==> src/rtl/hazard_ctrl.sv <==
// hazard_ctrl: hazard detection and stall sequencer for a 5-stage MIPS pipeline.
// Drives PC / IF-ID / ID-EX enables from load-use, branch-in-ID and mul/div
// interlocks, sequences multi-cycle stalls with a small FSM and counts the
// stall cycles in a saturating counter.
// Optional build macro: HAZARD_R0_FILTER_EN (register $zero never matches).
module hazard_ctrl #(
   parameter int REG_W         = 5,
   parameter int LOAD_LAT      = 1,
   parameter int MULDIV_CYCLES = 8,
   parameter int CNT_W         = 16
) (
   input  logic             i_clk,
   input  logic             i_reset,
   input  logic             i_ex_mem_read,
   input  logic             i_ex_reg_write,
   input  logic [REG_W-1:0] i_ex_dest,
   input  logic             i_mem_mem_read,
   input  logic [REG_W-1:0] i_mem_dest,
   input  logic [REG_W-1:0] i_id_rs,
   input  logic [REG_W-1:0] i_id_rt,
   input  logic             i_id_uses_rs,
   input  logic             i_id_uses_rt,
   input  logic             i_id_branch,
   input  logic             i_id_muldiv,
   input  logic             i_id_hilo,
   input  logic             i_branch_taken,
   output logic             o_pc_write_en,
   output logic             o_ifid_write_en,
   output logic             o_idex_bubble,
   output logic             o_ifid_flush,
   output logic             o_muldiv_busy,
   output logic [CNT_W-1:0] o_stall_count
);

   typedef enum logic [1:0] {
      ST_IDLE   = 2'd0,
      ST_LOAD   = 2'd1,
      ST_MULDIV = 2'd2
   } state_t;

   // Shared down-counter is wide enough for both LOAD_LAT-1 (<=6) and MULDIV_CYCLES-1 (<=62).
   localparam logic [5:0] LP_LOAD_INIT = 6'(LOAD_LAT - 1);
   localparam logic [5:0] LP_MD_INIT   = 6'(MULDIV_CYCLES - 1);
   localparam bit         LP_LOAD_SEQ  = (LOAD_LAT > 1);

   state_t           r_state;
   state_t           w_state_next;
   logic [5:0]       r_cnt;
   logic [5:0]       w_cnt_next;
   logic [CNT_W-1:0] r_stall_count;

   logic w_match_ex;
   logic w_match_mem;
   logic w_load_haz;
   logic w_br_haz;
   logic w_md_haz;
   logic w_seq_haz;
   logic w_stall;

   // Source-register match against the EX and MEM destinations.
`ifdef HAZARD_R0_FILTER_EN
   assign w_match_ex  = (i_ex_dest != '0) &&
                        (((i_ex_dest == i_id_rs) && i_id_uses_rs) ||
                         ((i_ex_dest == i_id_rt) && i_id_uses_rt));
   assign w_match_mem = (i_mem_dest != '0) &&
                        (((i_mem_dest == i_id_rs) && i_id_uses_rs) ||
                         ((i_mem_dest == i_id_rt) && i_id_uses_rt));
`else
   assign w_match_ex  = ((i_ex_dest == i_id_rs) && i_id_uses_rs) ||
                        ((i_ex_dest == i_id_rt) && i_id_uses_rt);
   assign w_match_mem = ((i_mem_dest == i_id_rs) && i_id_uses_rs) ||
                        ((i_mem_dest == i_id_rt) && i_id_uses_rt);
`endif

   assign w_load_haz = i_ex_mem_read && w_match_ex;
   assign w_br_haz   = i_id_branch &&
                       ((i_ex_reg_write && w_match_ex) || (i_mem_mem_read && w_match_mem));
   assign w_md_haz   = (r_state == ST_MULDIV) && (i_id_muldiv || i_id_hilo);
   assign w_seq_haz  = (r_state == ST_LOAD);
   assign w_stall    = w_load_haz || w_br_haz || w_md_haz || w_seq_haz;

   // State and shared counter registers.
   always_ff @(posedge i_clk or posedge i_reset) begin
      if (i_reset) begin
         r_state <= ST_IDLE;
         r_cnt   <= '0;
      end else begin
         r_state <= w_state_next;
         r_cnt   <= w_cnt_next;
      end
   end

   // Next-state logic: load latency sequence takes precedence over a mul/div issue.
   always_comb begin
      w_state_next = r_state;
      w_cnt_next   = r_cnt;
      case (r_state)
         ST_IDLE: begin
            if (w_load_haz && LP_LOAD_SEQ) begin
               w_state_next = ST_LOAD;
               w_cnt_next   = LP_LOAD_INIT;
            end else if (i_id_muldiv && !w_stall) begin
               w_state_next = ST_MULDIV;
               w_cnt_next   = LP_MD_INIT;
            end
         end
         ST_LOAD: begin
            if (r_cnt <= 6'd1) begin
               w_state_next = ST_IDLE;
               w_cnt_next   = '0;
            end else begin
               w_cnt_next = r_cnt - 6'd1;
            end
         end
         ST_MULDIV: begin
            // A load hazard here only stalls combinationally; occupancy dominates.
            if (r_cnt == 6'd0) begin
               w_state_next = ST_IDLE;
            end else begin
               w_cnt_next = r_cnt - 6'd1;
            end
         end
         default: begin
            w_state_next = ST_IDLE;
            w_cnt_next   = '0;
         end
      endcase
   end

   // Pipeline enables: reset holds the pipe, stall beats a taken-branch flush.
   always_comb begin
      o_pc_write_en   = 1'b1;
      o_ifid_write_en = 1'b1;
      o_idex_bubble   = 1'b0;
      o_ifid_flush    = 1'b0;
      if (i_reset || w_stall) begin
         o_pc_write_en   = 1'b0;
         o_ifid_write_en = 1'b0;
         o_idex_bubble   = 1'b1;
      end else begin
         o_ifid_flush = i_branch_taken;
      end
   end

   // Saturating count of stalled cycles.
   always_ff @(posedge i_clk or posedge i_reset) begin
      if (i_reset) begin
         r_stall_count <= '0;
      end else if (w_stall && (r_stall_count != {CNT_W{1'b1}})) begin
         r_stall_count <= r_stall_count + 1'b1;
      end
   end

   assign o_muldiv_busy = (r_state == ST_MULDIV);
   assign o_stall_count = r_stall_count;

endmodule

==> config.mk <==
export PLATFORM = sky130hd
export DESIGN_NAME = hazard_ctrl
export DESIGN_NICKNAME = d
export VERILOG_FILES = /design/src/rtl/hazard_ctrl.sv
export SDC_FILE = /design/constraint.sdc
export NUM_CORES = 1
export LEC_CHECK = 0
export ABC_AREA = 1
export CAP_MARGIN = 10
export CORE_ASPECT_RATIO = 1.5
export CORE_UTILIZATION = 60
export CTS_BUF_LIST = sky130_fd_sc_hd__clkbuf_2
export DETAILED_ROUTE_END_ITERATION = 10
export DONT_BUFFER_PORTS = 1
export PLACE_DENSITY = 0.76
export SYNTH_ARGS = -nofsm -noshare
export SYNTH_HDL_FRONTEND = slang
export SYNTH_SLANG_ARGS = --single-unit
==> constraint.sdc <==
create_clock -name i_clk -period 4 [get_ports i_clk]
set_clock_uncertainty 0.1 [all_clocks]
set_input_delay 0.2 -clock i_clk [delete_from_list [all_inputs] [get_ports i_clk]]
set_output_delay 0.2 -clock i_clk [all_outputs]
set_load 0.01 [all_outputs]
==> metrics <==
fin nets 319; top-area cell type share of the netlist area 32.1%; internal power 0.440 mW; HP Class primary input to asynchronous set/reset pin; cells after synthesis 283; Sw Pwr 0.385 mW; initial antenna violation count 0; RSZ-0062 raised after global routing no; Starting Density 64.9%; postcts setup bufs 0; Die W 46.6 um; critical path capture point type flop; CP bufs+invs 0; first-pass GRT wire length 6150 um; CTS Buf Count 3; post-layout util 66.8%; CP required 4.21 ns; placer congestion estimate 0.806; number of routed nets with antenna violations 0; Chip Height 68.9 um; final hold vios 0; dpl cells 317; RR Startpoint o_stall_count[0]$_DFFE_PP0P_; wire length per cell 12.0 um; vias 1648; FMAX 0.480 GHz; number of global-route vias before repair 1572; Max FO, Critical Path 17; commonest non-fill, non-tap cell in the layout nand2_1; Clk pwr share 11.6%; critical path's top delay family simple AND/OR/NAND/NOR gates; CTS Root Buffer Type clkbuf_2; number of remaining DRC errors 0; Layout area overhead 3.07%; gr usage total 26.3%; Ant. Diodes 0; status complete, no violations; Arr. time, crit path 2.29 ns; Mapped Nets 316; PwrDens 446 mW/mm2; num ports 52; peak supply drop 267 uV; commonest non-fill, non-tap cells in the layout nand2_1, inv_1, nor2_1; standard-cell rows 23; post-synth cell types 21; total global routing overflow 0; Post-Syn Area 0.00179 mm2; crit share post-route 52.1%; die area 0.00321 mm2; CP cell instances ha_1, nand3_2, nor3_4, nand4_4, nand2_4, nand2_1, nand2_1; DP Wirelength 3050 um; crit path from o_stall_count[0]$_DFFE_PP0P_; power share of the combinational group 40.0%; critical path type flop to flop; clock-pin slew on the worst setup and hold paths 0.22 ns; htree depth 1; Sink Count 23; Pre-Repair DR Iteration Count 4; Longest Clk Path Bufs 2; Period minus WS final 2.08 ns; critical path's largest stage delay 0.57 ns; Core Area 0.00276 mm2; Worst Tran Pin Value 0.548 ns; syn_area_per_cell 6.33 um2; CP max stage cell dfrtp_1; CTS tree built; cell mode on critical path nand2_1; IO buf count 0; drt total wl 3850 um; CP Depth 7; Synth area leader dfrtp_1; Setup-failing EPs final 0; FF-to-FF path depth 7; Reg power frac 48.4%; largest net degree at the start of global routing 25; Max Transition Viols Final 0; DRT iter0 DRCs 39; Worst-Skew Late Latency 0.35 ns; Non-Filler Instances 322; TNS Setup 0 ns; # resized after CTS 0; CP Launch Type flop; Worst slew margin 63.1%; sequential area share after synthesis 32.1%; Lkg Pwr 1.12 nW; # Max-Cap Violations 0; switching share of power 46.7%; largest cells by area after synthesis dfrtp_1, nand2_1, nand3_1, inv_1, nor2_1; CTS Hold Bufs 1; Via-to-Cell Ratio 5.12; FF+latch count, synth 23; ratio of cells with drive above 1 in the final layout 3.86%; Synth warnings 0
[power groups by stage]
stage | Clock [mW] | Sequential, mW | Combinational [mW]
after floorplan | 0 | 0.378 | 0.287
after global placement | 0 | 0.401 | 0.325
after detailed placement | 0 | 0.401 | 0.332
after CTS | 0.0966 | 0.397 | 0.333
after global routing | 0.102 | 0.409 | 0.384
final | 0.0957 | 0.398 | 0.330
[final timing paths]
| kind | to | slack (ns) |
|---|---|---|
| min in group i_clk | r_cnt[4]$_DFFE_PP0P_ | 0.19 |
| worst max register to register | o_stall_count[9]$_DFFE_PP0P_ | 1.92 |
| worst min-delay path | o_stall_count[4]$_DFFE_PP0P_ | 0.19 |
| worst max-delay path | o_stall_count[9]$_DFFE_PP0P_ | 1.92 |
| worst min register to register | r_cnt[1]$_DFFE_PP0P_ | 0.48 |
| max in group asynchronous | o_stall_count[11]$_DFFE_PP0P_ | 3.38 |
[cells by family after synthesis]
group                      after synthesis  share of synthesized area [%]
xor gates and xnor gates                17                           8.31
DFF                                     23                           32.1
AOI/OAI and AO/OA                        5                           2.16
adders and majority gates                2                           1.40
buffers and inverters                   38                           8.73
and+or+nand+nor                        198                           47.3
[registers in the layout, indices dropped and copies added (netlist names)]
signal / count
r_cnt: 6
r_state: 1
o_stall_count: 16
[Yosys cell counts]
library cell	instances
nor3_4	1
inv_1	34
xnor2_1	9
nand3_1	33
o21ai_0	3
nand3b_1	1
buf_6	1
buf_2	2
ha_1	2
nand2_4	1
xor2_1	8
nand3_2	2
nand4_4	1
o41ai_2	1
buf_4	1
nand2_1	121
nor3_1	1
nor2_1	34
dfrtp_1	23
nand4_1	3
a21o_1	1
[layout make-up]
| type | count | area (um2) |
|---|---|---|
| clock buffers | 3 | 15.0 |
| clock inverters | 1 | 5.00 |
| fillers | 274 | 916 |
| inverters | 34 | 128 |
| multi-input cells | 222 | 1060 |
| flip-flops and latches | 23 | 576 |
| well taps | 37 | 46.3 |
| repair buffers | 2 | 17.5 |
[layer usage]
metal	global-route usage (%)	share of wire, %	wire length [um]	vias to the layer above
met3	3.65	4.4	169	8
met2	51.4	54	2090	41
li1	-	-	-	877
met1	26.1	39	1520	722
met5	0	0	0	-
met4	11.1	2.0	76	0
[tightest hold or removal path, cell delays in order]
cell           delay, ns
dlygate4sd3_1       0.54
inv_1               0.05
buf_4               0.28
[metrics by stage]
step / hold WS [ns] / cell area (um2) / setup slack (ns) / total power, mW
after floorplan: 0.110 / 1790 / 2.28 / 0.665
after global placement: 0.0481 / 1820 / 1.97 / 0.726
after detailed placement: 0.0528 / 1820 / 1.96 / 0.733
after CTS: 0.187 / 1850 / 1.91 / 0.826
after global routing: 0.220 / 1850 / 1.78 / 0.895
final: 0.188 / 1850 / 1.92 / 0.824
Power figures use the tool's default switching activity.
